===== config.mk =====
export PLATFORM = sky130hd
export DESIGN_NAME = mult_unit
export DESIGN_NICKNAME = d
export VERILOG_FILES = /design/src/rtl/mult_unit.sv
export SDC_FILE = /design/constraint.sdc
export NUM_CORES = 1
export LEC_CHECK = 0
export BUFFER_PORTS_ARGS = -buffer_cell sky130_fd_sc_hd__buf_2
export CORE_ASPECT_RATIO = 2
export CORE_UTILIZATION = 40
export CTS_CLUSTER_DIAMETER = 200
export DETAILED_ROUTE_END_ITERATION = 12
export PLACE_DENSITY_LB_ADDON = 0.15
export SKIP_CTS_REPAIR_TIMING = 1
export SYNTH_ARGS = -nofsm -noshare
export SYNTH_HDL_FRONTEND = slang
export SYNTH_SLANG_ARGS = --single-unit

===== constraint.sdc =====
create_clock -name clk -period 3.6 [get_ports clk]
set_input_delay 0 -clock clk [delete_from_list [all_inputs] [get_ports clk]]
set_output_delay 0 -clock clk [all_outputs]
set_load 0.02 [all_outputs]

===== src/rtl/mult_unit.sv =====
// mult_unit: iterative radix-2 shift-add multiplier for mult/multu.
// It owns the architectural HI/LO registers and serves mthi/mtlo/mfhi/mflo.
// Each multiply takes WIDTH partial-product steps (RUN), then one sign-fix
// step (FIX) that writes {hi,lo}. The result lands WIDTH+1 edges after the
// start is accepted.
//
// Ports:
//   clk       rising-edge clock
//   rstN      asynchronous active-low reset
//   start     EX-stage mult/multu is valid; accepted only in IDLE without cancel
//   isSigned  1 = mult (two's complement), 0 = multu; sampled with start
//   opA, opB  rs / rt operands; sampled with start
//   cancel    pipeline flush; aborts an in-flight multiply and blocks a start
//   hiWe/loWe mthi/mtlo write enables (honoured in IDLE only)
//   wData     mthi/mtlo write data
//   hiLoRead  EX-stage instruction is mfhi/mflo
//   busy      multiply in progress (RUN or FIX)
//   stall     combinational hold request for the pipeline front end
//   done      one-cycle pulse after HI/LO were written by a multiply
//   hi, lo    HI/LO register outputs
module mult_unit #(
  parameter int WIDTH = 32
) (
  input  logic             clk,
  input  logic             rstN,
  input  logic             start,
  input  logic             isSigned,
  input  logic [WIDTH-1:0] opA,
  input  logic [WIDTH-1:0] opB,
  input  logic             cancel,
  input  logic             hiWe,
  input  logic             loWe,
  input  logic [WIDTH-1:0] wData,
  input  logic             hiLoRead,
  output logic             busy,
  output logic             stall,
  output logic             done,
  output logic [WIDTH-1:0] hi,
  output logic [WIDTH-1:0] lo
);

  localparam int CW = $clog2(WIDTH) + 1;
  localparam logic [CW-1:0] LAST = CW'(WIDTH - 1);

  typedef enum logic [1:0] {IDLE, RUN, FIX} state_t;

  state_t               state;
  logic [2*WIDTH-1:0]   mcand;
  logic [2*WIDTH-1:0]   acc;
  logic [WIDTH-1:0]     mplier;
  logic [CW-1:0]        cnt;
  logic                 neg;

  // |v| for signed operands, raw value otherwise. The most negative value
  // maps onto itself, which read as unsigned is exactly its magnitude.
  function automatic logic [WIDTH-1:0] magnitude(input logic signed [WIDTH-1:0] v,
                                                 input logic                    sgn);
    logic [WIDTH-1:0] r;
    r = v;
    if (sgn && v < 0) r = -v;
    return r;
  endfunction

  // Restore the sign of the product: full 2*WIDTH two's-complement negate.
  function automatic logic [2*WIDTH-1:0] apply_sign(input logic [2*WIDTH-1:0] p,
                                                    input logic               n);
    return n ? -p : p;
  endfunction

  assign busy  = (state != IDLE);
  assign stall = busy & (start | hiLoRead | hiWe | loWe);

  always_ff @(posedge clk or negedge rstN) begin
    if (!rstN) begin
      state  <= IDLE;
      done   <= 1'b0;
      hi     <= '0;
      lo     <= '0;
      mcand  <= '0;
      mplier <= '0;
      acc    <= '0;
      cnt    <= '0;
      neg    <= 1'b0;
    end else begin
      done <= 1'b0;
      case (state)
        IDLE: begin
          // A flush squashes the whole EX-stage instruction, writes included.
          if (!cancel) begin
            if (hiWe) hi <= wData;
            if (loWe) lo <= wData;
            if (start) begin
              mcand  <= {{WIDTH{1'b0}}, magnitude(opA, isSigned)};
              mplier <= magnitude(opB, isSigned);
              neg    <= isSigned & (opA[WIDTH-1] ^ opB[WIDTH-1]);
              acc    <= '0;
              cnt    <= '0;
              state  <= RUN;
            end
          end
        end
        RUN: begin
          if (cancel) begin
            state <= IDLE;
          end else begin
            if (mplier[0]) acc <= acc + mcand;
            mcand  <= mcand << 1;
            mplier <= mplier >> 1;
            cnt    <= cnt + CW'(1);
            if (cnt == LAST) state <= FIX;
          end
        end
        FIX: begin
          if (!cancel) begin
            {hi, lo} <= apply_sign(acc, neg);
            done     <= 1'b1;
          end
          state <= IDLE;
        end
        default: state <= IDLE;
      endcase
    end
  end

endmodule

==> results of run 1 <==
## sequential cells by signal, summed over array words and instances, names as in the netlist
signal  flops
acc        64
cnt         6
done        1
hi         32
lo         32
mcand      64
mplier     32
neg         1
state       2
## Yosys cell counts (4+ instances only)
cell type,count,area (um2)
xor2_1,71,622
nor4_1,13,81.3
a21o_1,44,330
a211oi_1,12,90.1
nor3_1,17,85.1
a21oi_1,159,796
inv_1,26,97.6
a22o_1,37,324
nand4_1,15,93.8
o21a_1,6,45.0
xnor2_1,107,937
nand2b_1,10,62.6
nor2b_1,9,56.3
or2_2,5,31.3
o21ai_1,22,110
a221oi_1,4,35.0
dfrtp_1,234,5860
o21ai_0,200,1000
o31ai_1,68,510
ha_1,67,838
nor3b_1,4,30.0
a31o_2,4,35.0
clkbuf_1,100,375
and3_1,7,43.8
a221o_1,7,70.1
or2_1,5,31.3
or3_1,30,188
or4_1,19,143
a21boi_0,5,37.5
a31oi_1,17,106
and2_1,7,43.8
nand3_1,13,65.1
o41ai_1,16,140
nor2_1,193,724
o21bai_1,11,82.6
nand2_1,266,998
o211ai_1,6,45.0
## tightest hold or removal path, cell delays in order
cell and delay, ps:
buf_2 110, xor2_1 70, nor2_1 80, a21oi_1 50, o21ai_1 100
## path summary, 6_finish.rpt
path	depth (start not counted)	slack, ps	endpoint
min	5	-100	mcand[27]
max in group asynchronous	3	2680	mplier[11]
min in group asynchronous	2	80	mcand[61]
min reg2reg	2	470	hi[2]
max reg2reg	12	150	acc[62]
max	12	150	acc[62]
## power groups by stage
stage               Combinational, W  Clock, W  Sequential (W)
floorplan                    0.00198         0         0.00347
global placement             0.00330         0         0.00336
detailed placement           0.00334         0         0.00337
CTS                          0.00335   0.00266         0.00332
global route                 0.00376   0.00275         0.00338
finish                       0.00341   0.00261         0.00332
## layer usage
metal / global-route usage (%) / vias up / wire length (um)
li1: - / 7303 / -
met1: 27.4 / 7131 / 19400
met2: 49.3 / 391 / 27900
met3: 3.10 / 134 / 1930
met4: 16.2 / 0 / 3540
met5: 0 / - / 0
## kinds of logic (layout without fill, tap and decap cells)
| logic type | Yosys count | count (layout) | share of synthesized area (%) |
|---|---|---|---|
| xor+xnor | 178 | 178 | 9.93 |
| buf+inv | 129 | 410 | 3.08 |
| simple gates | 631 | 631 | 18.2 |
| compound gates | 647 | 647 | 25.9 |
| fa+ha+maj | 68 | 68 | 5.47 |
| flops | 234 | 234 | 37.3 |
| mux | 2 | 2 | 0.128 |
## metrics by stage
step | hold slack, ps | setup TNS (ps) | total power [W] | setup slack (ps)
global route | 0.171 | -12.1 | 0.00989 | -12.1
detailed placement | 90.2 | 0 | 0.00671 | 91.5
floorplan | -296 | 0 | 0.00545 | 553
CTS | -490 | 0 | 0.00933 | 60.2
finish | -99.2 | 0 | 0.00933 | 152
global placement | 86.4 | 0 | 0.00666 | 101
## final cells by class
cell class	count	area, um2	area share (%)
Multi-Input combinational cell	1526	9440	49.0
Inverter	26	97.6	0.507
Sequential cell	234	5860	30.4
Clock buffer	35	703	3.65
Clock inverter	7	87.6	0.455
Timing Repair Buffer	342	2430	12.6
Tap cell	520	651	3.38
==> impl_metrics.env, run 1 <==
export IMPL_core_area_um2=38700
export IMPL_whs_ps=-99.2
export IMPL_nets=2326
export IMPL_grtUsageTotal_pct=26.2
export IMPL_synth_avg_cell_area_um2=8.31
export IMPL_final_setup_viol_count=0
export IMPL_grt_max_degree=137
export IMPL_die_x_um=142
export IMPL_yosys_warnings=0
export IMPL_cp_end_kind="flop"
export IMPL_yosysUniqueCellTypes=68
export IMPL_fin_skew_ps=28.3
export IMPL_drive_gt1_share_pct=15.7
export IMPL_layout_commonest_cell="nand2_1"
export IMPL_initial_core_util_pct=40.6
export IMPL_placed_area_um2=17700
export IMPL_insertion_delay_ps=560
export IMPL_path_cells="ha_1 -> and2_1 -> a311oi_1 -> buf_4 -> a21oi_1 -> o211ai_1 -> a31oi_1 -> o21ai_1 -> nand3_1 -> a211oi_2 -> xor2_1 -> o21ai_1"
export IMPL_path_common_cell="o21ai_1"
export IMPL_max_vdd_ir_drop_mv=0.261
export IMPL_synth_nets=2061
export IMPL_synth_cells=1889
export IMPL_hp_class="input port to flop"
export IMPL_rsz0062_at_grt="true"
export IMPL_max_freq_ghz=0.290
export IMPL_htree_num_levels=1
export IMPL_final_area_um2=19300
export IMPL_p_per_area_nw_per_um2=484
export IMPL_num_vias=15000
export IMPL_setup_worst_path_start="mcand[5]"
export IMPL_ys_ff_latch=234
export IMPL_drtIter0Drc=592
export IMPL_ys_seq_area_share_pct=37.3
export IMPL_leakagePower_nw=8.96
export IMPL_die_area_um2=40100
export IMPL_p_sw_share_pct=37.0
export IMPL_final_antenna_net_count=0
export IMPL_antenna_found_initial=0
export IMPL_post_route_util_pct=49.8
export IMPL_critPathKind="flop to flop"
export IMPL_critPathLaunchType="flop"
export IMPL_wl_per_cell_um=19.6
export IMPL_cts_tree="built"
export IMPL_numCtsBuffers=24
export IMPL_min_delay_start="opA[27]"
export IMPL_n_antenna_cell=0
export IMPL_tightest_slew_ps=997
export IMPL_drv_slew=0
export IMPL_avgViaCountPerCell=5.56
export IMPL_pwr_share_clk_pct=27.9
export IMPL_grt_pass1_vias=14600
export IMPL_async_flop_share_pct=100
export IMPL_cp_num_buf_inv=1
export IMPL_grt_pass1_wl_um=81300
export IMPL_seqPwrFrac_pct=35.6
export IMPL_cpLargestDelayFamily="compound AO/OA/AOI/OAI gates"
export IMPL_syn2layout_area_growth_pct=22.7
export IMPL_p_comb_share_pct=36.5
export IMPL_drv_cap=0
export IMPL_die_h_um=282
export IMPL_num_fill_cells=3757
export IMPL_reg2reg_from="mcand[5]"
export IMPL_rows=102
export IMPL_clk_transition_reported_paths_ps=60
export IMPL_stdcell_count=2690
export IMPL_synth_edff_count=0
export IMPL_cpPeakStageDelay_ps=500
export IMPL_io_pins=171
export IMPL_portBuffers=170
export IMPL_routed_wl_um=52800
export IMPL_gp_congestion=0.953
export IMPL_relSlewSlack_pct=33.3
export IMPL_fin_crit_sh_pct=95.8
export IMPL_synth_area_um2=15700
export IMPL_violations="negative hold slack"
export IMPL_internal_power_w=0.00588
export IMPL_cts_root_buf="clkbuf_16"
export IMPL_place_inst=2576
export IMPL_worst_ep_required_time_ps=3990
export IMPL_synth_ff_type="dfrtp_1"
export IMPL_clkSinkCount=234
export IMPL_clock_path_buffers=3
export IMPL_crit_fanout=5
export IMPL_crit_path_top_delay_cell="o211ai_1"
export IMPL_grt_overflow=0
export IMPL_hold_viol_final=27
export IMPL_hpwl_um=41100
export IMPL_switching_power_w=0.00345
export IMPL_outcome="complete, but fails checks"
export IMPL_drc=0
export IMPL_cp_data_arrival_time_ps=3840
export IMPL_period_minus_slack_ps=3450
export IMPL_final_cell_mix="265 x nand2_1, 233 x dfrtp_1, 199 x o21ai_0"
export IMPL_dr_pass1_iters=5
(Power assumes the default switching activity.)
==> run 2: changes to the inputs <==
--- a/config.mk
+++ b/config.mk
@@ -8,6 +8,7 @@
 export BUFFER_PORTS_ARGS = -buffer_cell sky130_fd_sc_hd__buf_2
 export CORE_ASPECT_RATIO = 2
 export CORE_UTILIZATION = 40
+export CTS_BUF_LIST = sky130_fd_sc_hd__clkbuf_4
 export CTS_CLUSTER_DIAMETER = 200
 export DETAILED_ROUTE_END_ITERATION = 12
 export PLACE_DENSITY_LB_ADDON = 0.15
@@ -15,3 +16,4 @@
 export SYNTH_ARGS = -nofsm -noshare
 export SYNTH_HDL_FRONTEND = slang
 export SYNTH_SLANG_ARGS = --single-unit
+export TNS_END_PERCENT = 50
==> impl_metrics.env, run 2 (synthesis results as in run 1) <==
export IMPL_place_inst=2576
export IMPL_ff_latch_area_um2=5860
export IMPL_cp_end_kind="flop"
export IMPL_rsz0062_at_grt="false"
export IMPL_grt_max_degree=137
export IMPL_rows=102
export IMPL_rrSetupSlack_ps=180
export IMPL_cts_tree="built"
export IMPL_clk_transition_reported_paths_ps=70
export IMPL_cts_root_buf="clkbuf_4"
export IMPL_fin_crit_sh_pct=95.0
export IMPL_initial_core_util_pct=40.6
export IMPL_nets=2424
export IMPL_drv_cap=0
export IMPL_largestRegisters="acc: 64 flops, mcand: 64 flops"
export IMPL_insertion_delay_ps=790
export IMPL_die_area_um2=40100
export IMPL_critPathLaunchType="flop"
export IMPL_stdcell_count=2811
export IMPL_htree_num_levels=2
export IMPL_clock_path_buffers=3
export IMPL_reg2reg_from="mcand[5]"
export IMPL_die_h_um=282
export IMPL_drtIter0Drc=586
export IMPL_final_cell_mix="265 x nand2_1, 233 x dfrtp_1, 200 x o21ai_0"
export IMPL_min_to="hi[29]"
export IMPL_max_vdd_ir_drop_mv=0.279
export IMPL_period_minus_slack_ps=3420
export IMPL_numCtsBuffers=57
export IMPL_final_antenna_net_count=0
export IMPL_outcome="finished, final reports clean"
export IMPL_gp_congestion=0.953
export IMPL_cpPeakStageDelay_ps=490
export IMPL_core_area_um2=38700
export IMPL_hold_viol_final=0
export IMPL_drc=0
export IMPL_cp_data_arrival_time_ps=4050
export IMPL_die_x_um=142
export IMPL_num_vias=15500
export IMPL_leakagePower_nw=9.25
export IMPL_syn2layout_area_growth_pct=26.2
export IMPL_avgViaCountPerCell=5.53
export IMPL_hp_class="input port to flop"
export IMPL_path_common_cell="o21ai_1"
export IMPL_r2r_cells=12
export IMPL_io_pins=171
export IMPL_layout_commonest_cell="nand2_1"
export IMPL_grtUsageTotal_pct=26.5
export IMPL_portBuffers=170
export IMPL_grt_overflow=0
export IMPL_clkSinkCount=234
export IMPL_drive_gt1_share_pct=17.0
export IMPL_worst_ep_required_time_ps=4230
export IMPL_tightest_slew_ps=964
export IMPL_crit_fanout=5
export IMPL_critPathKind="flop to flop"
export IMPL_worstHoldPathCells=4
export IMPL_multiInputGateArea_um2=9430
export IMPL_drv_slew=0
export IMPL_p_per_area_nw_per_um2=454
export IMPL_antenna_found_initial=1
export IMPL_min_delay_start="wData[29]"
export IMPL_dr_pass1_iters=5
export IMPL_hpwl_um=41100
export IMPL_grt_pass1_vias=15000
export IMPL_crit_path_top_delay_cell="o211ai_1"
export IMPL_cp_num_buf_inv=1
export IMPL_fin_tns_setup_ps=0
export IMPL_num_fill_cells=3734
export IMPL_fin_skew_ps=89.3
export IMPL_final_setup_viol_count=0
export IMPL_wl_per_cell_um=19.3
export IMPL_path_cells="ha_1 -> and2_1 -> a311oi_1 -> buf_4 -> a21oi_1 -> o211ai_1 -> a31oi_1 -> o21ai_1 -> nand3_1 -> a211oi_1 -> xor2_1 -> o21ai_1"
export IMPL_rr_endpoint="acc[62]"
export IMPL_cpLargestDelayFamily="compound AO/OA/AOI/OAI gates"
export IMPL_routed_wl_um=54300
export IMPL_grt_pass1_wl_um=81800
export IMPL_relSlewSlack_pct=35.5
export IMPL_max_freq_ghz=0.292
## run 2: area by class of cell
cell class	count	share of cell area, %
antenna	2	0.0253
clock buffer	81	3.07
clock inverter	15	0.335
inverter	26	0.493
multi-input combinational	1526	47.6
sequential	234	29.6
tap	520	3.28
timing repair buffer	407	15.6
## run 2: how the worst max path moves through the flow
| stage | start | end | slack [ps] | cells after the start |
|---|---|---|---|---|
| 3_3_place_gp | mcand[0] | acc[44] | 100 | 14 |
| 3_5_place_dp | mcand[0] | acc[44] | 90 | 14 |
| 5_1_grt | mcand[5] | acc[62] | 8 | 12 |
| 4_1_cts | mcand[0] | acc[44] | 120 | 14 |
| 2_1_floorplan | acc[5] | acc[40] | 550 | 11 |
| 6_report | mcand[5] | acc[62] | 180 | 12 |
## run 2: through the flow
stage / hold WS, ps / utilization [%] / setup WS [ps] / area [um2] / power [W]
global route: 83.7 / 51.2 / 8.01 / 19800 / 0.00960
floorplan: -296 / - / 553 / 15700 / 0.00545
finish: 108 / 51.2 / 181 / 19800 / 0.00900
global placement: 86.4 / 45.9 / 101 / 17700 / 0.00666
detailed placement: 90.2 / 45.9 / 91.5 / 17700 / 0.00671
CTS: -755 / 47.6 / 123 / 18400 / 0.00892
## run 2: where the power goes
group,internal (W),switching (W)
sequential,0.00301,0.000311
combinational,0.00146,0.00205
clock,0.00103,0.00115
total,0.00549,0.00350
## run 2: tightest hold or removal path, delay by kind of cell
family,cells,cell delay (ps)
compound gates,2,170
buf+inv,2,660
## run 2: per-layer routing
metal  global-route usage [%]  wire (um)  vias up
met1                     26.9      19600     7402
met5                        0          0        -
li1                         -          -     7544
met4                     18.2       4070        0
met3                     3.64       2070      177
met2                     49.3      28500      425
